File: src/rtl/beam_pkg.sv
// Shared types and width helpers for the beam scan controller and its energy accumulator.
package beam_pkg;

  typedef enum logic [2:0] {
    S_IDLE,
    S_LOAD,
    S_SETTLE,
    S_ACCUM,
    S_COMPARE,
    S_DONE
  } beam_state_t;

  localparam int DIR_W_DEF  = 5;
  localparam int DATA_W_DEF = 22;

  // A full window of full-scale squares needs WIN_LOG2 bits of headroom above the square.
  function automatic int acc_w(input int data_w, input int win_log2);
    return 2 * data_w + win_log2;
  endfunction

endpackage

File: src/rtl/energy_accum.sv
// Settle/window sample counter plus sum-of-squares accumulator for one steering direction.
module energy_accum
  import beam_pkg::*;
#(
  parameter int DATA_W         = DATA_W_DEF,
  parameter int WIN_LOG2       = 8,
  parameter int SETTLE_SAMPLES = 32,
  parameter int ACC_W          = acc_w(DATA_W, WIN_LOG2)
) (
  input  logic                     clk,
  input  logic                     rst,
  input  logic                     clear,
  input  logic                     enable_settle,
  input  logic                     enable_accum,
  input  logic                     sample_valid,
  input  logic signed [DATA_W-1:0] beam_sum,
  output logic        [ACC_W-1:0]  acc,
  output logic                     settle_done,
  output logic                     window_done
);

  localparam int WIN_N   = 2 ** WIN_LOG2;
  localparam int CNT_MAX = (SETTLE_SAMPLES > WIN_N) ? SETTLE_SAMPLES : WIN_N;
  localparam int CNT_W   = $clog2(CNT_MAX + 1);

  logic [CNT_W-1:0] cnt_q;
  logic [ACC_W-1:0] acc_q;

  // Sign-extend before multiplying so the most negative input squares exactly.
  function automatic logic [2*DATA_W-1:0] square_u(input logic signed [DATA_W-1:0] x);
    logic signed [2*DATA_W-1:0] xe;
    xe = {{DATA_W{x[DATA_W-1]}}, x};
    return xe * xe;
  endfunction

  assign settle_done = enable_settle && sample_valid && (cnt_q == CNT_W'(SETTLE_SAMPLES - 1));
  assign window_done = enable_accum && sample_valid && (cnt_q == CNT_W'(WIN_N - 1));
  assign acc         = acc_q;

  always_ff @(posedge clk) begin
    if (!rst || clear) begin
      cnt_q <= '0;
      acc_q <= '0;
    end else if (settle_done) begin
      cnt_q <= '0;
    end else if (enable_settle && sample_valid) begin
      cnt_q <= cnt_q + CNT_W'(1);
    end else if (enable_accum && sample_valid) begin
      cnt_q <= cnt_q + CNT_W'(1);
      acc_q <= acc_q + ACC_W'(square_u(beam_sum));
    end
  end

endmodule

File: src/rtl/beam_scan_controller.sv
// Steps the delay bank through every direction, measures beam energy and reports the loudest.
// Optional BEAM_STEER_BEST_EN: re-steer the delay bank to the winner when a scan ends in IDLE.
module beam_scan_controller
  import beam_pkg::*;
#(
  parameter  int NUM_DIRS       = 32,
  parameter  int DIR_W          = DIR_W_DEF,
  parameter  int DATA_W         = DATA_W_DEF,
  parameter  int SETTLE_SAMPLES = 32,
  parameter  int WIN_LOG2       = 8,
  localparam int ACC_W          = acc_w(DATA_W, WIN_LOG2)
) (
  input  logic                     clk,
  input  logic                     rst,
  input  logic                     start,
  input  logic                     continuous,
  input  logic                     sample_valid,
  input  logic signed [DATA_W-1:0] beam_sum,
  output logic        [DIR_W-1:0]  delay_select,
  output logic                     delay_load,
  output logic                     busy,
  output logic                     scan_done,
  output logic        [DIR_W-1:0]  best_dir,
  output logic        [ACC_W-1:0]  best_energy,
  output logic                     best_valid
);

  beam_state_t      state_q;
  logic [DIR_W-1:0] dir_q, int_best_dir_q, delay_select_q, best_dir_q;
  logic [ACC_W-1:0] int_best_en_q, best_energy_q, acc;
  logic             delay_load_q, scan_done_q, best_valid_q;
  logic             settle_done, window_done;

  energy_accum #(
    .DATA_W        (DATA_W),
    .WIN_LOG2      (WIN_LOG2),
    .SETTLE_SAMPLES(SETTLE_SAMPLES),
    .ACC_W         (ACC_W)
  ) u_energy (
    .clk          (clk),
    .rst          (rst),
    .clear        (state_q == S_LOAD),
    .enable_settle(state_q == S_SETTLE),
    .enable_accum (state_q == S_ACCUM),
    .sample_valid (sample_valid),
    .beam_sum     (beam_sum),
    .acc          (acc),
    .settle_done  (settle_done),
    .window_done  (window_done)
  );

  always_ff @(posedge clk) begin
    if (!rst) begin
      state_q        <= S_IDLE;
      dir_q          <= '0;
      int_best_dir_q <= '0;
      int_best_en_q  <= '0;
      delay_select_q <= '0;
      delay_load_q   <= 1'b0;
      scan_done_q    <= 1'b0;
      best_dir_q     <= '0;
      best_energy_q  <= '0;
      best_valid_q   <= 1'b0;
    end else begin
      delay_load_q <= 1'b0;
      scan_done_q  <= 1'b0;
      case (state_q)
        S_IDLE: begin
          if (start) begin
            dir_q          <= '0;
            int_best_dir_q <= '0;
            int_best_en_q  <= '0;
            state_q        <= S_LOAD;
          end
        end
        S_LOAD: begin
          delay_select_q <= dir_q;
          delay_load_q   <= 1'b1;
          state_q        <= S_SETTLE;
        end
        S_SETTLE: if (settle_done) state_q <= S_ACCUM;
        S_ACCUM:  if (window_done) state_q <= S_COMPARE;
        S_COMPARE: begin
          // Strict compare: on a tie the earlier (lower) direction is kept.
          if (dir_q == '0 || acc > int_best_en_q) begin
            int_best_dir_q <= dir_q;
            int_best_en_q  <= acc;
          end
          if (dir_q == DIR_W'(NUM_DIRS - 1)) begin
            state_q <= S_DONE;
          end else begin
            dir_q   <= dir_q + DIR_W'(1);
            state_q <= S_LOAD;
          end
        end
        S_DONE: begin
          scan_done_q   <= 1'b1;
          best_dir_q    <= int_best_dir_q;
          best_energy_q <= int_best_en_q;
          best_valid_q  <= 1'b1;
          if (continuous) begin
            dir_q          <= '0;
            int_best_dir_q <= '0;
            int_best_en_q  <= '0;
            state_q        <= S_LOAD;
          end else begin
`ifdef BEAM_STEER_BEST_EN
            delay_select_q <= int_best_dir_q;
            delay_load_q   <= 1'b1;
`endif
            state_q <= S_IDLE;
          end
        end
        default: state_q <= S_IDLE;
      endcase
    end
  end

  assign busy         = (state_q != S_IDLE);
  assign delay_select = delay_select_q;
  assign delay_load   = delay_load_q;
  assign scan_done    = scan_done_q;
  assign best_dir     = best_dir_q;
  assign best_energy  = best_energy_q;
  assign best_valid   = best_valid_q;

endmodule

File: config.mk
export PLATFORM = sky130hd
export DESIGN_NAME = beam_scan_controller
export DESIGN_NICKNAME = d
export VERILOG_FILES = /design/src/rtl/beam_pkg.sv /design/src/rtl/energy_accum.sv /design/src/rtl/beam_scan_controller.sv
export SDC_FILE = /design/constraint.sdc
export NUM_CORES = 2
export LEC_CHECK = 0
export BUFFER_PORTS_ARGS = -buffer_cell sky130_fd_sc_hd__buf_2
export CORE_MARGIN = 10
export CORE_UTILIZATION = 37
export CTS_BUF_LIST = sky130_fd_sc_hd__clkbuf_8
export DETAILED_ROUTE_END_ITERATION = 8
export HOLD_SLACK_MARGIN = 0.08
export SETUP_SLACK_MARGIN = 0.05
export SLEW_MARGIN = 10
export SYNTH_ARGS = -nofsm -noshare
export SYNTH_HDL_FRONTEND = slang
export SYNTH_SLANG_ARGS = --single-unit
export TNS_END_PERCENT = 20
File: constraint.sdc
create_clock -name clk -period 12.4 [get_ports clk]
set_clock_uncertainty 0.2 [all_clocks]
set_input_delay 1.86 -clock clk [delete_from_list [all_inputs] [get_ports clk]]
set_output_delay 1.86 -clock clk [all_outputs]
set_load 0.005 [all_outputs]
==> flow_metrics.env <==
export IMPL_yosysMostFrequentCell="inv_1"
export IMPL_worstSetupStartpointType="input port"
export IMPL_route_detailed_drc=0
export IMPL_clk_path_buf_depth=2
export IMPL_nets=3847
export IMPL_endpoint_kind="flip-flop"
export IMPL_hold_viol=0
export IMPL_synth_distinct_cells=73
export IMPL_fp_dieH_um=290
export IMPL_clock_sinks=191
export IMPL_fin_crit_ns=10.84
export IMPL_final_antenna_net_count=0
export IMPL_cpMostUsedCell="fa_1"
export IMPL_n_fill_cell=7465
export IMPL_ys_seq_area_frac=0.141
export IMPL_die_area_um2=84300
export IMPL_post_route_period_util=0.875
export IMPL_cts_made_buffers=17
export IMPL_crit_slowest_cell="fa_1"
export IMPL_synthTopCellsByArea="fa_1, dfxtp_1, ha_1, inv_1, nand2_1"
export IMPL_seqCellArea_um2=3820
export IMPL_yosys_area_top_type="fa_1"
export IMPL_port_buffers=92
export IMPL_antenna_found_initial=2
export IMPL_ys_top_cells_by_count="inv_1, fa_1, nand2_1"
export IMPL_clk_latency_ns=0.47
export IMPL_critPathRequiredTime_ns=12.61
export IMPL_ys_warn_count=0
export IMPL_drv_cap=0
export IMPL_dr_pass1_iters=5
export IMPL_via_per_inst=4.88
export IMPL_outcome="finished clean"
export IMPL_drive_gt1_frac=0.0519
export IMPL_cts_setup_buffers=0
export IMPL_finalSetupViolCount=0
export IMPL_hold_class="reg2reg"
export IMPL_grt_max_degree=79
export IMPL_first_iter_violations=1086
export IMPL_diodes=0
export IMPL_post_dp_hpwl_um=53400
export IMPL_clk_pin_slew_ns=0.10
export IMPL_multiInputGateArea_um2=20400
export IMPL_cts_hold_buffers=0
export IMPL_synth_async_sr_flop_share=0
export IMPL_rows=99
export IMPL_wirelength_um=64800
export IMPL_drv_slew=0
export IMPL_syn_inst=3107
export IMPL_die_width_um=290
export IMPL_ys_dominant_reg_cell="dfxtp_1"
export IMPL_vias=19900
export IMPL_areaGrowthSynthToFinish_pct=6.36
export IMPL_setup_tns_ns=0
export IMPL_netlist_area_leader_share=0.337
export IMPL_wire_per_inst_um=15.9
export IMPL_rsz0062_at_grt="no"
export IMPL_slew_headroom=0.245
export IMPL_h_tree_depth=4
export IMPL_fmax_mhz=92.2
export IMPL_worstPathArrival_ns=11.05
export IMPL_grt_ovfl_total=0
export IMPL_grt_pass1_wl_um=106000
export IMPL_crit_type="in2reg"
export IMPL_ioPinCount=93
export IMPL_cts_tree="built"
export IMPL_slowest_delay_ns=0.94
export IMPL_synth_nets=3842
export IMPL_synth_seq_cells=191
export IMPL_start_util=0.372
export IMPL_worst_pin_slew_ns=1.13
export IMPL_grt_use_total=0.151
export IMPL_core_area_um2=72700
export IMPL_gp_congestion=0.875
export IMPL_ctsResizeCount=0
export IMPL_cp_max_fo=24
export IMPL_syn_area_per_cell_um2=8.71
export IMPL_clock_root_buffer="clkbuf_8"
export IMPL_grt_pass1_vias=20200
export IMPL_syn_cell_area_um2=27100
export IMPL_synth_edff_count=0
[metal layers]
layer	GRT usage	vias up	wire (um)
li1	-	9750	-
met1	0.210	9820	30700
met2	0.252	324	31000
met3	0.0158	40	2270
met4	0.0265	2	770
met5	0	-	20
[worst max-delay path: cells and delay by family]
kind / cells / cell delay, ns
AO/OA/AOI/OAI: 8 / 1.99
adder cells (fa/ha/maj): 9 / 4.93
buffers and inverters: 6 / 0.97
AND/OR/NAND/NOR: 7 / 1.29
[kinds of logic after synthesis]
logic type      Yosys count  share of synthesized area
fa+ha+maj               708                      0.454
other cells               1                   0.000139
simple gates            840                      0.140
mux                      60                     0.0222
compound gates          431                      0.101
flops                   191                      0.141
buf+inv                 772                      0.107
xor+xnor                104                     0.0337
[path summary, 6_finish.rpt]
| kind | start | to | slack (ns) | depth (start not counted) |
|---|---|---|---|---|
| worst max-delay path | beam_sum[1] | u_energy.acc[50] | 1.56 | 30 |
| worst min register to register | best_energy[20] | best_energy[20] | 0.25 | 2 |
| worst min-delay path | best_energy[20] | best_energy[20] | 0.25 | 2 |
| worst max register to register | int_best_en_q[17] | int_best_en_q[13] | 8.31 | 11 |
[cell usage in the layout, fill, tap and decap left out, drive strengths merged, types with 4 or more instances in the layout]
| cell type | instances |
|---|---|
| and2 | 73 |
| o22ai | 4 |
| buf | 105 |
| nand2b | 17 |
| nor2b | 20 |
| nor3 | 14 |
| a21oi | 182 |
| o21a | 17 |
| o31ai | 7 |
| nor4 | 8 |
| xnor2 | 74 |
| o21ai | 67 |
| xor2 | 30 |
| inv | 652 |
| a31oi | 14 |
| clkbuf | 21 |
| or2 | 6 |
| ha | 253 |
| nor2 | 111 |
| clkinv | 7 |
| and3 | 14 |
| nand3 | 95 |
| a31o | 4 |
| a21o | 55 |
| or3 | 5 |
| mux2i | 60 |
| nand4 | 31 |
| fa | 455 |
| dfxtp | 191 |
| o211ai | 8 |
| a22o | 6 |
| nand2 | 432 |
| o21bai | 10 |
| a211oi | 20 |
[metrics by stage]
stage | instance area [um^2] | hold slack [ns] | cells | util | setup slack [ns]
floorplan | 27100 | 0.232 | 3107 | - | 1.94
global placement | 28400 | 0.240 | 4052 | 0.391 | 1.09
detailed placement | 28400 | 0.245 | 4052 | 0.391 | 1.11
CTS | 28800 | 0.257 | 4082 | 0.396 | 1.60
global route | 28800 | 0.273 | 4082 | 0.396 | 0.892
finish | 28800 | 0.255 | 4082 | 0.396 | 1.56
[flip-flops by register name, summed over array words and instances, names as in the netlist]
register / count
best_energy: 52
int_best_en_q: 52
u_energy.acc: 52
u_energy.cnt_q: 9
best_dir: 5
delay_select: 5
dir_q: 5
int_best_dir_q: 5
state_q: 3
best_valid: 1
delay_load: 1
scan_done: 1
[layout make-up]
cell class,count,area share
well taps,959,0.0417
multi-input cells,2144,0.708
flip-flops and latches,191,0.133
clock inverters,9,0.00300
clock buffers,21,0.0100
inverters,653,0.0852
repair buffers,105,0.0195
Power is not shown: default switching activity piles up to over one toggle a cycle in this logic, so the estimate is an artifact.
